<file path="src/rtl/regfile_port_scheduler.sv">
// Arbitrates the single-ported 32x32 register file between one dual-operand read
// requester and NWR write-back requesters; one file operation is granted per cycle.
module regfile_port_scheduler #(
  parameter int NWR        = 3,
  parameter int STARVE_MAX = 4
) (
  input  logic                  clk,
  input  logic                  reset,
  input  logic [NWR-1:0]        wr_valid,
  input  logic [NWR*5-1:0]      wr_addr,
  input  logic [NWR*32-1:0]     wr_data,
  output logic [NWR-1:0]        wr_ready,
  input  logic                  rd_valid,
  input  logic [4:0]            rd_a1,
  input  logic [4:0]            rd_a2,
  output logic                  rd_ready,
  output logic                  rsp_valid,
  output logic [31:0]           rsp_rd1,
  output logic [31:0]           rsp_rd2,
  output logic                  rf_we3,
  output logic [4:0]            rf_a1,
  output logic [4:0]            rf_a2,
  output logic [4:0]            rf_a3,
  output logic [31:0]           rf_wd3,
  input  logic [31:0]           rf_rd1,
  input  logic [31:0]           rf_rd2,
  output logic                  dbg_mode,
  output logic [$clog2(NWR)-1:0]          dbg_rr_ptr,
  output logic [$clog2(STARVE_MAX+1)-1:0] dbg_starve_cnt
);

  localparam int PW = $clog2(NWR);
  localparam int CW = $clog2(STARVE_MAX + 1);
  localparam logic [PW:0]   NWR_W = (PW+1)'(NWR);
  localparam logic [CW-1:0] SMAX  = CW'(STARVE_MAX);

  // Handshake: a transfer happens in any cycle where valid and ready are both
  // high; ready is combinational from this cycle's requests and never waits on it.

  typedef enum logic {RD_PRI, WR_FORCE} mode_t;

  mode_t          mode, mode_next;
  logic [PW-1:0]  rr_ptr, rr_next;
  logic [CW-1:0]  starve_cnt, cnt_next;
  logic           rsp_q;

  logic [NWR-1:0] rot;
  logic           found;
  logic [PW:0]    off;
  logic [PW:0]    sum;
  logic [PW:0]    nxt;
  logic [PW-1:0]  win_idx;
  logic [4:0]     sel_addr;
  logic [31:0]    sel_data;
  logic           do_wr;
  logic           do_rd;

  // Rotate so that bit 0 is the requester at rr_ptr, then take the first set bit.
  always_comb begin
    rot   = NWR'({wr_valid, wr_valid} >> rr_ptr);
    found = 1'b0;
    off   = '0;
    for (int k = 0; k < NWR; k++) begin
      if (!found && rot[k]) begin
        found = 1'b1;
        off   = (PW+1)'(k);
      end
    end
    sum     = {1'b0, rr_ptr} + off;
    win_idx = (sum >= NWR_W) ? PW'(sum - NWR_W) : PW'(sum);
    nxt     = {1'b0, win_idx} + (PW+1)'(1);
  end

  always_comb begin
    sel_addr = '0;
    sel_data = '0;
    for (int i = 0; i < NWR; i++) begin
      if (win_idx == PW'(i)) begin
        sel_addr = wr_addr[i*5 +: 5];
        sel_data = wr_data[i*32 +: 32];
      end
    end
  end

  // A forced cycle with nothing to write is spent idle before reads resume.
  always_comb begin
    do_wr = 1'b0;
    do_rd = 1'b0;
    if (!reset) begin
      if (mode == WR_FORCE) begin
        do_wr = found;
      end else begin
        do_wr = found && !rd_valid;
        do_rd = rd_valid;
      end
    end
  end

  always_comb begin
    mode_next = mode;
    rr_next   = rr_ptr;
    cnt_next  = starve_cnt;
    if (do_wr) rr_next = (nxt == NWR_W) ? '0 : PW'(nxt);
    if (do_wr || !found) cnt_next = '0;
    else if (do_rd && starve_cnt != SMAX) cnt_next = starve_cnt + CW'(1);
    if (mode == WR_FORCE) mode_next = RD_PRI;
    else if (cnt_next == SMAX) mode_next = WR_FORCE;
  end

  always_ff @(posedge clk or posedge reset) begin
    if (reset) begin
      mode       <= RD_PRI;
      rr_ptr     <= '0;
      starve_cnt <= '0;
      rsp_q      <= 1'b0;
    end else begin
      mode       <= mode_next;
      rr_ptr     <= rr_next;
      starve_cnt <= cnt_next;
      rsp_q      <= do_rd;
    end
  end

  always_comb begin
    wr_ready = '0;
    for (int i = 0; i < NWR; i++) wr_ready[i] = do_wr && (win_idx == PW'(i));
  end

  assign rd_ready  = do_rd;
  assign rf_a1     = do_rd ? rd_a1 : 5'd0;
  assign rf_a2     = do_rd ? rd_a2 : 5'd0;
  assign rf_a3     = do_wr ? sel_addr : 5'd0;
  assign rf_wd3    = do_wr ? sel_data : 32'd0;
  // r0 is hardwired zero: the write is acknowledged but never reaches the file.
  assign rf_we3    = do_wr && (sel_addr != 5'd0);

  assign rsp_valid = rsp_q;
  assign rsp_rd1   = rf_rd1;
  assign rsp_rd2   = rf_rd2;

  assign dbg_mode       = (mode == WR_FORCE);
  assign dbg_rr_ptr     = rr_ptr;
  assign dbg_starve_cnt = starve_cnt;

endmodule

</file>
<file path="config.mk">
export PLATFORM = sky130hd
export DESIGN_NAME = regfile_port_scheduler
export DESIGN_NICKNAME = d
export VERILOG_FILES = /design/src/rtl/regfile_port_scheduler.sv
export SDC_FILE = /design/constraint.sdc
export NUM_CORES = 1
export LEC_CHECK = 0
export CAP_MARGIN = 0
export CORE_AREA = 5 5 117 119
export CTS_BUF_LIST = sky130_fd_sc_hd__clkbuf_8 sky130_fd_sc_hd__clkbuf_16
export DETAILED_ROUTE_END_ITERATION = 10
export DIE_AREA = 0 0 122 124
export PLACE_DENSITY = 0.69
export SETUP_SLACK_MARGIN = 0.3
export SYNTH_ARGS = -nofsm -noshare
export SYNTH_HDL_FRONTEND = slang
export SYNTH_SLANG_ARGS = --single-unit
</file>
<file path="constraint.sdc">
create_clock -name clk -period 6.8 [get_ports clk]
set_input_delay 1.36 -clock clk [delete_from_list [all_inputs] [get_ports clk]]
set_output_delay 1.36 -clock clk [all_outputs]
set_load 0.01 [all_outputs]
</file>
==> metrics.md <==
| Metric | Value |
|---|---|
| Status | `finished clean` |
| PwrDens | `567 mW/mm2` |
| Clock transition at path regs | `40 ps` |
| Final Util | `32.8%` |
| First-pass GRT wire length | `13.8 mm` |
| Max-cap violations | `0` |
| Skew final | `3.83 ps` |
| Final ANT Viol Nets | `0` |
| Vias in the first global route | `2676` |
| Uppermost layer routed | `met4` |
| Cell taking the most area after synthesis | `buf_4` |
| Initial DRT Pass Iterations | `4` |
| Core area | `0.0125 mm2` |
| Mapped Cells | `282` |
| Drt wl/cell | `16.7 um` |
| Worst path arrival time | `4860 ps` |
| CTS Hold Buffers Added | `0` |
| Hold path depth | `1` |
| Starting Density | `19.4%` |
| Clk root buf | `clkbuf_16` |
| Metal3 WL | `884 um` |
| GP Congestion | `0.820` |
| Clock sinks | `7` |
| Clock latency on the worst-skew pair | `230 ps` |
| Fmax | `161 MHz` |
| DRT met1 WL | `3.40 mm` |
| Startpoint types | `primary input` |
| DRT iter0 DRCs | `28` |
| Worst-margin pin slew | `824 ps` |
| YS warnings | `0` |
| Req. time, crit path | `5440 ps` |
| Crit Path Category | `primary input to primary output` |
| Total die area | `0.0151 mm2` |
| DR vias | `2477` |
| Synth-to-layout area growth | `69.2%` |
| Num CTS Buffers | `3` |
| # H-tree levels | `1` |
| Crit path capture type | `primary output` |
| Vias/cell | `4.29` |
| Min Tclk post-route | `6220 ps` |
| Post-synthesis register bit count | `7` |
| Row count | `41` |
| Syn Area/Cell | `8.57 um2` |
| Initial antenna violation count | `0` |
| Final setup viols | `0` |
| DRC Markers | `0` |
| I/O Pins | `314` |
| Post-synth cell types | `41` |
| Worst hold path type | `flip-flop to flip-flop` |
| Post-synthesis sequential area ratio | `7.25%` |
| Clk buf depth | `2` |
| Max-slew headroom | `44.9%` |
| Chip Height | `124 um` |
| Met2 WL | `5.01 mm` |
| Top-area cell type share of the netlist area | `20.8%` |
| Port bufs | `185` |
| Fill count | `1328` |
| Detailed Place HPWL | `8.13 mm` |
| Period utilization | `91.5%` |
| Final wirelength | `9.64 mm` |
| Total GRT Usage | `11.5%` |
| Largest net degree at the start of global routing | `44` |
| Setup TNS | `0 ps` |
| Area contributors post-synth | `buf_4, mux2_4, a22oi_2` |
| Share of layout cells above drive strength 1 | `27.7%` |
| Antenna diode count | `0` |
| CTS tree | `built` |
| Post-Syn Nets | `478` |
| Leak | `1.92 nW` |
| Final Hold Viols | `0` |
| GR Overflow Total | `0` |
| Peak VDD IR | `0.357 mV` |
| Slew Viols, Final | `0` |
| Crit path max fanout | `9` |
| R2R depth | `14` |
| Fin nets | `602` |
| Mapped Area | `0.00242 mm2` |
| RSZ-0062 raised after global routing | `no` |
| Die X | `122 um` |
[per-layer routing]
metal / GRT usage [%] / up-vias
met3: 3.50 / 34
met5: 0 / -
li1: - / 1177
met2: 21.1 / 131
met4: 5.18 / 0
met1: 12.2 / 1135
[worst max-delay path, cell delays in order]
cell             delay (ps)
clkdlybuf4s50_1         530
nand2_1                  80
o21ai_0                 160
nor2_1                   50
a21oi_1                 130
ha_1                    160
inv_1                    50
fa_1                    510
inv_1                    50
ha_1                    190
or3b_4                  430
a21o_4                  280
buf_4                   190
buf_4                   180
a22oi_2                 140
nor2_1                   60
dlygate4sd2_1           320
[through the flow]
stage	total power, mW	cells	hold WS, ps	area [um2]	worst slack, ps
global placement	2.05	564	484	3970	263
detailed placement	2.08	564	480	3970	197
global route	2.50	577	498	4090	294
finish	2.32	577	471	4090	576
CTS	2.24	573	484	4060	302
floorplan	1.61	282	494	2420	1340
[flip-flops by register name (all words and copies together), names as in the netlist]
register        flops
rsp_valid           1
dbg_rr_ptr          2
dbg_mode            1
dbg_starve_cnt      3
[kinds of logic (layout without fill, tap and decap cells)]
logic type | Yosys count | after routing | synth area share [%]
muxes | 44 | 44 | 24.9
buffers and inverters | 93 | 216 | 26.7
adders and majority gates | 5 | 5 | 2.90
DFF | 7 | 7 | 7.25
and+or+nand+nor | 78 | 78 | 15.3
xor gates and xnor gates | 1 | 1 | 0.363
AOI/OAI and AO/OA | 54 | 54 | 22.6
[power by group]
group,internal [mW],switching (mW),leakage [nW]
clock network,0.0767,0.0242,0.0423
registers,0.0494,0.0122,0.0930
logic,1.15,1.00,1.78
[final cells by class]
class                   instances  area (um2)  share of cell area (%)
clock buffers                   3        75.1                    1.84
clock inverters                 1        3.75                  0.0918
repair buffers                203        1960                    48.0
multi-input cells             182        1620                    39.7
inverters                       9        33.8                   0.826
well taps                     172         215                    5.26
flip-flops and latches          7         175                    4.29
[final timing paths]
| check | start | to | slack, ps |
|---|---|---|---|
| worst max-delay path | wr_valid[1] | rf_wd3[6] | 580 |
| worst min-delay path | dbg_mode$_DFF_PP0_ | dbg_mode$_DFF_PP0_ | 470 |
| worst max register to register | dbg_rr_ptr[0]$_DFFE_PP0P_ | dbg_rr_ptr[0]$_DFFE_PP0P_ | 3690 |
| worst min register to register | dbg_mode$_DFF_PP0_ | dbg_mode$_DFF_PP0_ | 470 |
| max in group asynchronous | reset | dbg_starve_cnt[2]$_DFF_PP0_ | 4930 |
| min in group asynchronous | reset | dbg_starve_cnt[1]$_DFF_PP0_ | 1520 |
[layout by cell type (no fill, tap or decap), drive strengths merged, types with 2 or more instances in the layout]
cell / netlist / final
a21o: 3 / 3
a21oi: 3 / 3
a22oi: 32 / 32
a31oi: 4 / 4
and3: 10 / 10
buf: 78 / 17
clkbuf: 6 / 25
clkdlybuf4s50: 0 / 149
dfrtp: 7 / 7
dlygate4sd2: 0 / 3
dlymetal6s2s: 0 / 12
ha: 4 / 4
inv: 9 / 10
mux2: 33 / 33
mux2i: 11 / 11
nand2: 6 / 6
nand3: 2 / 2
nor2: 47 / 47
nor2b: 3 / 3
nor3b: 2 / 2
o21ai: 4 / 4
o32ai: 4 / 4
[cells in the mapped netlist, drive strengths merged]
cell    number
o22a         1
and2         1
clkbuf       6
o21ba        1
nand2        6
nand3        2
inv          9
a32oi        1
fa           1
a22oi       32
buf         78
nor3         1
o32ai        4
nor2b        3
a31oi        4
o21ai        4
nand3b       1
dfrtp        7
ha           4
a21oi        3
or3          1
nand4        1
and3b        1
mux2        33
or3b         1
nand2b       1
nor2        47
and3        10
xnor2        1
mux2i       11
a311oi       1
a21o         3
nor3b        2
[what timing repair did]
action / 4_1_cts / 5_1_grt
buffers inserted: 5 / 3
endpoints found under the setup margin: 32 / 39
pin swaps: 1 / 1
resized for setup: 26 / 60
hold endpoints to repair: 0 / 0
cloned: 0 / 1
Note: power is estimated with default switching activity, not from simulation.
